==> config.mk <==
export PLATFORM = sky130hd
export DESIGN_NAME = addr_region_decoder
export DESIGN_NICKNAME = d
export VERILOG_FILES = /design/src/rtl/addr_region_decoder_pkg.sv /design/src/rtl/addr_region_decoder_region_match.sv /design/src/rtl/addr_region_decoder.sv
export SDC_FILE = /design/constraint.sdc
export NUM_CORES = 1
export LEC_CHECK = 0
export ABC_AREA = 0
export BUFFER_PORTS_ARGS = -buffer_cell sky130_fd_sc_hd__buf_2
export CELL_PAD_IN_SITES_DETAIL_PLACEMENT = 0
export CELL_PAD_IN_SITES_GLOBAL_PLACEMENT = 2
export CORE_ASPECT_RATIO = 1.5
export CORE_MARGIN = 2
export CORE_UTILIZATION = 30
export CTS_BUF_LIST = sky130_fd_sc_hd__clkbuf_16
export DETAILED_ROUTE_END_ITERATION = 16
export GPL_TIMING_DRIVEN = 0
export MAX_ROUTING_LAYER = met4
export PLACE_DENSITY = 0.76
export SYNTH_ARGS = -nofsm -noshare
export SYNTH_HDL_FRONTEND = slang
export SYNTH_SLANG_ARGS = --single-unit
==> constraint.sdc <==
create_clock -name clk -period 2.7 [get_ports clk]
set_input_delay 0.27 -clock clk [delete_from_list [all_inputs] [get_ports clk]]
set_output_delay 0.27 -clock clk [all_outputs]
set_load 0.005 [all_outputs]
==> src/rtl/addr_region_decoder_pkg.sv <==
// Shared types and default memory map for the multi-region address decoder.
package addr_region_decoder_pkg;

    typedef enum logic [1:0] {
        IDLE   = 2'd0,
        ACCESS = 2'd1,
        ERROR  = 2'd2
    } state_t;

    localparam logic [31:0] DMEM_BASE  = 32'h0000_0780;
    localparam logic [31:0] DMEM_LIMIT = 32'h0000_0B7F;
    localparam logic [31:0] IMEM_LIMIT = 32'h0000_077F;

    // Width of a region index; a single region still needs one bit.
    function automatic int unsigned idx_w(input int unsigned n);
        return (n <= 1) ? 1 : $clog2(n);
    endfunction

endpackage

==> src/rtl/addr_region_decoder_region_match.sv <==
// Combinational priority comparator: lowest-index region containing addr wins.
module region_match
    import addr_region_decoder_pkg::*;
#(
    parameter int unsigned                ADDR_W = 32,
    parameter int unsigned                N_REG  = 2,
    parameter int unsigned                WS_W   = 4,
    parameter logic [N_REG*ADDR_W-1:0]    BASE   = {32'h0000_0780, 32'h0000_0000},
    parameter logic [N_REG*ADDR_W-1:0]    LIMIT  = {32'h0000_0B7F, 32'h0000_077F},
    parameter logic [N_REG*WS_W-1:0]      WAITS  = {4'd2, 4'd0}
) (
    input  logic [ADDR_W-1:0]        addr,
    output logic                     hit,
    output logic [idx_w(N_REG)-1:0]  idx,
    output logic [ADDR_W-1:0]        offset,
    output logic [WS_W-1:0]          waits
);

    for (genvar g = 0; g < N_REG; g++) begin : g_chk
        if (BASE[g*ADDR_W +: ADDR_W] > LIMIT[g*ADDR_W +: ADDR_W]) begin : g_bad
            $fatal(1, "region %0d: BASE above LIMIT", g);
        end
    end

    always_comb begin
        hit    = 1'b0;
        idx    = '0;
        offset = '0;
        waits  = '0;
        for (int unsigned k = 0; k < N_REG; k++) begin
            if (!hit && addr >= BASE[k*ADDR_W +: ADDR_W] && addr <= LIMIT[k*ADDR_W +: ADDR_W]) begin
                hit    = 1'b1;
                idx    = idx_w(N_REG)'(k);
                offset = addr - BASE[k*ADDR_W +: ADDR_W];
                waits  = WAITS[k*WS_W +: WS_W];
            end
        end
    end

endmodule

==> src/rtl/addr_region_decoder.sv <==
// Registered multi-region address decoder with per-region wait states.
module addr_region_decoder
    import addr_region_decoder_pkg::*;
#(
    parameter int unsigned                ADDR_W = 32,
    parameter int unsigned                N_REG  = 2,
    parameter int unsigned                WS_W   = 4,
    parameter logic [N_REG*ADDR_W-1:0]    BASE   = {DMEM_BASE, 32'h0000_0000},
    parameter logic [N_REG*ADDR_W-1:0]    LIMIT  = {DMEM_LIMIT, IMEM_LIMIT},
    parameter logic [N_REG*WS_W-1:0]      WAITS  = {4'd2, 4'd0}
) (
    input  logic              clk,
    input  logic              rst_n,
    input  logic              req,
    input  logic              WE,
    input  logic [ADDR_W-1:0] inputResult,
    output logic              req_ready,
    output logic [N_REG-1:0]  CS,
    output logic [ADDR_W-1:0] iAddress,
    output logic              iWE,
    output logic              ack,
    output logic              err
);

    localparam int unsigned IW = idx_w(N_REG);

    logic              m_hit;
    logic [IW-1:0]     m_idx;
    logic [ADDR_W-1:0] m_off;
    logic [WS_W-1:0]   m_waits;

    region_match #(
        .ADDR_W (ADDR_W),
        .N_REG  (N_REG),
        .WS_W   (WS_W),
        .BASE   (BASE),
        .LIMIT  (LIMIT),
        .WAITS  (WAITS)
    ) u_match (
        .addr   (inputResult),
        .hit    (m_hit),
        .idx    (m_idx),
        .offset (m_off),
        .waits  (m_waits)
    );

    state_t            state, state_n;
    logic [WS_W-1:0]   cnt, cnt_n;
    logic              we_l, we_n;
    logic              rdy_n, iwe_n, ack_n, err_n;
    logic [N_REG-1:0]  cs_n;
    logic [ADDR_W-1:0] addr_n;

    // Outputs are registered from the next-state decode, so each state's
    // outputs are visible during the cycle the FSM occupies that state.
    always_comb begin
        state_n = state;
        cnt_n   = cnt;
        we_n    = we_l;
        rdy_n   = 1'b0;
        cs_n    = '0;
        addr_n  = '0;
        iwe_n   = 1'b0;
        ack_n   = 1'b0;
        err_n   = 1'b0;
        unique case (state)
            IDLE: begin
                rdy_n = 1'b1;
                if (req) begin
                    rdy_n = 1'b0;
                    we_n  = WE;
                    if (m_hit) begin
                        state_n      = ACCESS;
                        cnt_n        = m_waits;
                        cs_n[m_idx]  = 1'b1;
                        addr_n       = m_off;
                        ack_n        = (m_waits == '0);
                        iwe_n        = WE && (m_waits == '0);
                    end else begin
                        state_n = ERROR;
                        ack_n   = 1'b1;
                        err_n   = 1'b1;
                    end
                end
            end
            ACCESS: begin
                if (cnt == '0) begin
                    state_n = IDLE;
                    rdy_n   = 1'b1;
                    we_n    = 1'b0;
                end else begin
                    cnt_n  = cnt - 1'b1;
                    cs_n   = CS;
                    addr_n = iAddress;
                    ack_n  = (cnt == WS_W'(1));
                    iwe_n  = we_l && (cnt == WS_W'(1));
                end
            end
            ERROR: begin
                state_n = IDLE;
                rdy_n   = 1'b1;
                we_n    = 1'b0;
            end
            default: begin
                state_n = IDLE;
                rdy_n   = 1'b1;
            end
        endcase
    end

    always_ff @(posedge clk or negedge rst_n) begin
        if (!rst_n) begin
            state     <= IDLE;
            cnt       <= '0;
            we_l      <= 1'b0;
            req_ready <= 1'b1;
            CS        <= '0;
            iAddress  <= '0;
            iWE       <= 1'b0;
            ack       <= 1'b0;
            err       <= 1'b0;
        end else begin
            state     <= state_n;
            cnt       <= cnt_n;
            we_l      <= we_n;
            req_ready <= rdy_n;
            CS        <= cs_n;
            iAddress  <= addr_n;
            iWE       <= iwe_n;
            ack       <= ack_n;
            err       <= err_n;
        end
    end

endmodule

==> impl_metrics.yaml <==
cts:
  cts_made_buffers: 5
  post_cts.repair.setup_buffers: 0
  cts_root_buffer: "clkbuf_16"
  insertion_delay_ns: 0.28
  cts-hold-fix-buffers: 0
  clock_sinks: 45
  cts_resized: 0
  path_clk_slew_ns: 0.06
  cts_tree: "done"
  clockBufferDepth: 2
  htree_levels: 2
final_layout:
  multi_input_area_sq_um: 754
  fillers: 662
  fin_nets: 289
  seq_area_sq_um: 1130
  antennaDiodeCount: 0
  mostFrequentLayoutCell: "buf_2"
  drive_above_1_share_pct: 34.9
  fin_util_pct: 40.3
  area_growth_pct: 32.2
  layout_common_cells: "73 x buf_2, 44 x dfrtp_1, 14 x and3_1, 11 x a22o_1, 11 x a21o_1"
  post_layout_nonfiller_instances: 325
logic_synthesis:
  synth_top_family_by_area: "compound AO/OA/AOI/OAI gates"
  synth_compound_area_share_pct: 16.8
  yosys.area_share.simple_pct: 16.1
  syn_area_per_cell_sq_um: 11.6
  ys_types: 37
  synthesis.instances: 168
  synth_xor_area_share_pct: 0.449
  synth_nets: 209
  synth-adder-area-share_pct: 3.21
  synth-async-reset-ratio_pct: 100
  synth_edf_count: 0
  ys_seq_elements: 45
  synth_flop_cell: "dfrtp_1"
  yosys-mux-area-fraction_pct: 2.12
  yosys_warnings: 0
  yosysSeqAreaShare_pct: 57.8
  syn-cell-area_sq_um: 1950
sta:
  fin_skew_ns: 0.00581
  fin_crit_sh_pct: 89.5
  timing.fmax_mhz: 414
  tns_ns: 0
  setup_viol: 0
  finalWorstPathRequiredPeriod_ns: 2.42
  slew_violations: 0
  maxSlewHeadroom_pct: 34.5
  rsz0062_at_grt: "no"
  worst_pin_slew_ns: 0.983
  final-hold-violation-count: 0
route:
  viasPerCell: 4.77
  drt-wirelength-per-cell_um: 13.8
  vias: 1549
  drtAntennaViolNets: 0
  drt_iter0_markers: 55
  routed_wl_um: 4480
  first_pass_iters: 2
  drc: 0
worst_setup_path:
  critPathMaxStageDelay_ns: 0.57
  slowest_stage: "nor4_4"
  cp_top_family: "simple AND/OR/NAND/NOR gates"
  crit_type: "reg2reg"
  endpoint_kind: "flop"
  cp_max_fo: 10
  start_kind: "flop"
  path_cells: "inv_1 > ha_1 > or3b_4 > and2_4 > nor4_4 > and3_1 > buf_6 > a21o_1"
  crit_buf_inv: 2
  required_ns: 2.92
  worstPathArrival_ns: 2.64
power_and_ir_drop:
  max-vdd-ir-drop_mv: 0.391
  p_leak_nw: 1.49
  p_per_area_nw_per_um2: 567
  p_total_w: 0.00146
global_route:
  antenna_found_initial: 0
  grt_usage_pct: 13.3
  first_global_vias: 1470
  overflow: 0
  grt_pass1_wl_um: 7220
  grt_max_degree: 46
status:
  status: "completed"
die:
  start_util_pct: 30.5
  io_pins: 74
  die_area_sq_um: 7170
  coreArea_sq_um: 6400
  fp.dieH_um: 103
  die_w_um: 69.8
  num_rows: 36
place:
  port_buffers: 73
  dp_cells: 317
  gp_congestion: 0.751
  dp_hpwl_um: 3370
job:
  max_cap_viol_count: 0
min_path:
  hold_class: "in2async"
-- metrics by stage --
stage | worst slack [ns] | cell area [sq um] | hold slack (ns)
5_1_grt | 0.0900 | 2580 | 0.203
3_5_place_dp | 0.254 | 2410 | 0.460
2_1_floorplan | 0.567 | 1950 | -0.0256
3_3_place_gp | 0.240 | 2410 | 0.453
6_report | 0.282 | 2580 | 0.150
4_1_cts | 0.233 | 2580 | 0.198
-- cell usage after synthesis (2+ instances only) --
cell | number | area (sq um)
a21o_1 | 11 | 82.6
a22o_1 | 11 | 96.3
a31oi_1 | 2 | 12.5
and2_1 | 3 | 18.8
and3_1 | 14 | 87.6
clkbuf_1 | 6 | 22.5
dfrtp_1 | 44 | 1100
ha_1 | 5 | 62.6
inv_1 | 9 | 33.8
mux2i_1 | 3 | 30.0
nand2_1 | 10 | 37.5
nand2b_1 | 4 | 25.0
nand3_1 | 8 | 40.0
nor2_1 | 4 | 15.0
nor4_1 | 5 | 31.3
o21ai_0 | 8 | 40.0
-- layout make-up --
| cell class | instances | area share (%) |
|---|---|---|
| well taps | 76 | 3.69 |
| multi-input cells | 107 | 29.3 |
| clock buffers | 5 | 4.85 |
| repair buffers | 73 | 14.2 |
| flip-flops and latches | 45 | 43.7 |
| plain buffers | 7 | 1.31 |
| inverters | 9 | 1.31 |
| clock inverters | 3 | 1.65 |
-- worst reg2reg max path, cell delays in order, from the launching register on --
cell and delay, ns:
dfrtp_1 0.39, inv_1 0.09, ha_1 0.19, or3b_4 0.40
and2_4 0.18, nor4_4 0.57, and3_1 0.29, buf_6 0.15
a21o_1 0.09
-- state kept, by name, indices dropped and copies added (netlist names) --
name	cells
iAddress	32
CS	2
req_ready	1
state	2
ack	1
err	1
we_l	1
iWE	1
cnt	4
-- report_power, final --
group	internal, W	switching, W	leakage, nW
sequential	0.000685	0.00000426	0.620
combinational	0.0000379	0.0000542	0.782
clock	0.000435	0.000245	0.0852
-- metal layers --
metal / routed length, um / up-vias / GRT usage [%]
met3: 163 / 4 / 2.74
li1: - / 774 / -
met4: 69 / 0 / 4.88
met2: 2340 / 30 / 22.9
met1: 1910 / 741 / 15.3
met5: 0 / - / -
-- final timing paths --
kind,start,endpoint,slack [ns],depth (start not counted)
max,cnt[0],iAddress[25],0.28,8
min,rst_n,cnt[1],0.15,1
max reg2reg,cnt[0],iAddress[25],0.28,8
min reg2reg,iAddress[29],iAddress[29],0.47,1
max in group asynchronous,rst_n,iAddress[20],1.94,1
min in group clk,inputResult[3],iAddress[3],0.20,2
-- cell families (layout without fill, tap and decap cells) --
logic type,after synthesis,after routing
AOI/OAI and AO/OA,43,43
xor gates and xnor gates,1,1
adders and majority gates,5,5
buffers and inverters,16,97
DFF,45,45
muxes,4,4
and+or+nand+nor,54,54
(Power assumes the default switching activity.)
